[src/rtl/branch_ctrl_seq.sv]
// Conditional-branch control sequencer: drives T3..T6 datapath strobes after the main
// control unit hands over, gates PCin with CON, counts taken/not-taken. Option: BR_FAST_EN.
module branch_ctrl_seq #(
  parameter int CNT_W = 16
) (
  input  logic             clk,
  input  logic             clr,
  input  logic             start,
  input  logic             CON,
  output logic             Gra,
  output logic             Rout,
  output logic             CONin,
  output logic             PCout,
  output logic             Yin,
  output logic             Cout,
  output logic             ADD,
  output logic             Zin,
  output logic             Zlowout,
  output logic             PCin,
  output logic             busy,
  output logic             done,
  output logic             taken,
  output logic [CNT_W-1:0] taken_cnt,
  output logic [CNT_W-1:0] not_taken_cnt
);

  typedef enum logic [2:0] {
    S_IDLE = 3'd0,
    S_T3   = 3'd1,
    S_T4   = 3'd2,
    S_T5   = 3'd3,
    S_T6   = 3'd4
  } state_t;

  localparam logic [CNT_W-1:0] CNT_ONE = {{(CNT_W-1){1'b0}}, 1'b1};
  localparam logic [CNT_W-1:0] CNT_MAX = {CNT_W{1'b1}};

  state_t           state_q, state_d;
  logic             taken_q, taken_d;
  logic [CNT_W-1:0] taken_cnt_q, taken_cnt_d;
  logic [CNT_W-1:0] not_taken_cnt_q, not_taken_cnt_d;

  always_ff @(posedge clk) begin
    if (clr) begin
      state_q         <= S_IDLE;
      taken_q         <= 1'b0;
      taken_cnt_q     <= '0;
      not_taken_cnt_q <= '0;
    end else begin
      state_q         <= state_d;
      taken_q         <= taken_d;
      taken_cnt_q     <= taken_cnt_d;
      not_taken_cnt_q <= not_taken_cnt_d;
    end
  end

  always_comb begin
    state_d         = state_q;
    taken_d         = taken_q;
    taken_cnt_d     = taken_cnt_q;
    not_taken_cnt_d = not_taken_cnt_q;
    Gra     = 1'b0;
    Rout    = 1'b0;
    CONin   = 1'b0;
    PCout   = 1'b0;
    Yin     = 1'b0;
    Cout    = 1'b0;
    ADD     = 1'b0;
    Zin     = 1'b0;
    Zlowout = 1'b0;
    PCin    = 1'b0;
    done    = 1'b0;

    case (state_q)
      S_IDLE: begin
        if (start) state_d = S_T3;
      end

      S_T3: begin
        Gra     = 1'b1;
        Rout    = 1'b1;
        CONin   = 1'b1;
        state_d = S_T4;
      end

      S_T4: begin
`ifdef BR_FAST_EN
        // CON is already valid here, so a not-taken branch can retire without
        // computing the target address.
        if (!CON) begin
          done    = 1'b1;
          taken_d = 1'b0;
          if (not_taken_cnt_q != CNT_MAX) not_taken_cnt_d = not_taken_cnt_q + CNT_ONE;
          state_d = S_IDLE;
        end else begin
          PCout   = 1'b1;
          Yin     = 1'b1;
          state_d = S_T5;
        end
`else
        PCout   = 1'b1;
        Yin     = 1'b1;
        state_d = S_T5;
`endif
      end

      S_T5: begin
        Cout    = 1'b1;
        ADD     = 1'b1;
        Zin     = 1'b1;
        state_d = S_T6;
      end

      S_T6: begin
        Zlowout = 1'b1;
        PCin    = CON;
        done    = 1'b1;
        taken_d = CON;
        if (CON) begin
          if (taken_cnt_q != CNT_MAX) taken_cnt_d = taken_cnt_q + CNT_ONE;
        end else begin
          if (not_taken_cnt_q != CNT_MAX) not_taken_cnt_d = not_taken_cnt_q + CNT_ONE;
        end
        state_d = S_IDLE;
      end

      default: state_d = S_IDLE;
    endcase
  end

  assign busy          = (state_q != S_IDLE);
  assign taken         = taken_q;
  assign taken_cnt     = taken_cnt_q;
  assign not_taken_cnt = not_taken_cnt_q;

  // PC may only be reloaded while the computed target is on the bus.
  a_pcin_in_t6: assert property (@(posedge clk) disable iff (clr) PCin |-> Zlowout);
  a_done_busy:  assert property (@(posedge clk) disable iff (clr) done |-> busy);

endmodule

[config.mk]
export PLATFORM = sky130hd
export DESIGN_NAME = branch_ctrl_seq
export DESIGN_NICKNAME = d
export VERILOG_FILES = /design/src/rtl/branch_ctrl_seq.sv
export SDC_FILE = /design/constraint.sdc
export NUM_CORES = 1
export LEC_CHECK = 0
export CORE_MARGIN = 3
export CORE_UTILIZATION = 40
export CTS_BUF_LIST = sky130_fd_sc_hd__clkbuf_4 sky130_fd_sc_hd__clkbuf_8
export CTS_CLUSTER_DIAMETER = 80
export DETAILED_ROUTE_END_ITERATION = 10
export PLACE_DENSITY = 0.68
export SLEW_MARGIN = 25
export SYNTH_ARGS = -nofsm -noshare
export SYNTH_HDL_FRONTEND = slang
export SYNTH_SLANG_ARGS = --single-unit
[constraint.sdc]
create_clock -name clk -period 1.8 [get_ports clk]
set_clock_uncertainty 0.1 [all_clocks]
set_input_delay 0.27 -clock clk [delete_from_list [all_inputs] [get_ports clk]]
set_output_delay 0.27 -clock clk [all_outputs]
set_load 0.1 [all_outputs]
==> impl_metrics.json <==
{
  "grt_pass1_wl_mm": 9.425,
  "postRouteAntennaNets": 0,
  "die_w_um": 75.77,
  "grt_util_all_layers_pct": 21.59,
  "critPathMaxFanout": 4,
  "wl_per_cell_um": 15.75,
  "grt_max_degree": 20,
  "p_per_area_nw_per_um2": 474.4,
  "fin_util_pct": 80.99,
  "critical-path-slowest-cell": "dfxtp_2",
  "grt_setup_unrepaired": "yes",
  "clock-sinks": 36,
  "finalWeightedCongestion": 0.9097,
  "clk_path_buf_depth": 2,
  "ctsRootBufferMaster": "clkbuf_8",
  "most-common-layout-cells": "buf_12, buf_4, dfxtp_4",
  "tightestPinTransition_ns": 0.4845,
  "core_um2": 4534,
  "yosysSeqAreaShare_pct": 37.02,
  "fin_ws_ns": 0.01014,
  "num_antenna_cells": 0,
  "synthArstFlopShare_pct": 0,
  "yosys_warnings": 0,
  "status": "completed",
  "tns_ns": 0,
  "clock.fmax_mhz": 558.7,
  "instances_no_fill": 373,
  "dp_cells": 364,
  "cpPeakStageDelay_ns": 0.35,
  "syn_avg_cell_area_um2": 8.849,
  "numPortBuffers": 48,
  "die_h_um": 75.77,
  "io_pins": 49,
  "synth_edf_count": 0,
  "period_needed_ns": 1.790,
  "clk_latency_ns": 0.30,
  "grt_antenna_before_repair": 0,
  "rows": 24,
  "maxSlewViolCount": 0,
  "dieArea_um2": 5740,
  "maxSlewHeadroom_pct": 67.52,
  "grt_overflow": 0,
  "crit_top_cell": "buf_4",
  "synth_ff_type": "dfxtp_1",
  "vdd_drop_max_mv": 0.3337,
  "worst-setup-path-type": "reg2out",
  "regArea_um2": 847.1,
  "power_mw": 1.742,
  "fin_area_um2": 3672,
  "synth_cells": 220,
  "hold_viol": 0,
  "initial_utilization_pct": 42.94,
  "final_common_cell": "buf_12",
  "firstDrtPassIters": 5,
  "finalNetCount": 313,
  "hpwlAfterDp_mm": 4.445,
  "drv_cap": 0,
  "min_period_over_period_pct": 99.44,
  "pre_cts_slack_ns": -0.3753,
  "grt_pass1_vias": 1886,
  "critical_path.top_delay_family": "buffers and inverters",
  "drive_gt1_share_pct": 55.19,
  "worstSetupEndpointType": "primary output",
  "hp-class": "reg2reg",
  "leakage_nw": 1.361,
  "setup_viol": 0,
  "drt-initial-drc-count": 129,
  "htreeDepth": 2,
  "place_area_um2": 3530,
  "viasPerCell": 5.563,
  "crit_path_start_kind": "flip-flop",
  "synth_cell_type_count": 49,
  "whs_ns": 0.4245,
  "netlist_area_um2": 1947,
  "worstPathRequired_ns": 1.43,
  "worstPathArrival_ns": 1.42,
  "multi_input_area_um2": 1341,
  "fillers": 274,
  "syn_to_final_growth_pct": 88.62,
  "syn_nets": 226,
  "synth_seq_cells": 36,
  "cts_tree": "built",
  "path_buf_inv": 3,
  "cts_made_buffers": 5,
  "drc": 0,
  "wirelength_mm": 5.873,
  "cp_cell_sequence": "and4bb_2 > buf_4 > buf_4 > buf_12",
  "vias": 2075,
  "clk_pin_slew_ns": 0.07
}
==> state kept, by name, indices dropped and copies added (netlist names) <==
name / cells
taken_cnt: 16
not_taken_cnt: 16
state_q: 3
taken: 1
==> final timing paths <==
check                                      from                       endpoint  slack [ns]  cells past startpoint
hold / removal    not_taken_cnt[2]$_SDFFE_PP0P_  not_taken_cnt[2]$_SDFFE_PP0P_        0.42                      1
hold reg to reg   not_taken_cnt[2]$_SDFFE_PP0P_  not_taken_cnt[2]$_SDFFE_PP0P_        0.42                      1
setup reg to reg        state_q[1]$_SDFFE_PP0P_      taken_cnt[5]$_SDFFE_PP0P_        0.01                      6
setup / recovery        state_q[1]$_SDFFE_PP0P_                           PCin        0.01                      4
==> cell usage after synthesis, drive strengths merged, types with 7 or more instances <==
cell | count | area, um^2
a21oi | 14 | 70.07
nand2 | 17 | 66.32
nand3 | 7 | 40.04
nor4 | 7 | 50.05
buf | 9 | 65.05
nor2b | 11 | 68.82
nand4 | 12 | 90.09
or3 | 9 | 56.30
dfxtp | 36 | 720.7
nor2 | 14 | 52.55
mux2 | 9 | 101.4
==> timing repair <==
item                       CTS  global route
hold buffers                 0             0
pin swaps                    2             5
resized for setup            2             6
setup buffers                2             0
setup endpoints to repair   13            15
==> power breakdown <==
| part | internal [mW] | total [mW] | switching, mW |
|---|---|---|---|
| Combinational | 0.136 | 0.370 | 0.235 |
| Sequential | 0.755 | 0.765 | 0.00993 |
| Clock | 0.305 | 0.607 | 0.302 |
==> final cells by class <==
type | count | area share (%)
Inverter | 3 | 0.3066
Tap cell | 65 | 2.215
Timing Repair Buffer | 95 | 35.37
Clock buffer | 6 | 2.249
Multi-Input combinational cell | 166 | 36.52
Sequential cell | 36 | 23.07
Clock inverter | 2 | 0.2726
==> per-layer routing <==
layer,vias up,share of wire [%],GRT usage [%]
met5,-,0,0
met4,0,1.3,6.408
met3,8,4.2,4.222
met2,52,48,34.13
met1,1002,46,29.70
li1,1013,-,-
==> cells by family (layout without fill, tap and decap cells) <==
kind of cell / Yosys count / count (layout) / share of synthesized area [%]
adders and majority gates: 2 / 2 / 1.285
xor gates and xnor gates: 1 / 1 / 0.4500
AOI/OAI and AO/OA: 42 / 42 / 14.97
muxes: 11 / 11 / 6.234
buffers and inverters: 18 / 106 / 5.141
DFF: 36 / 36 / 37.02
and+or+nand+nor: 110 / 110 / 34.90
(Power assumes the default switching activity.)
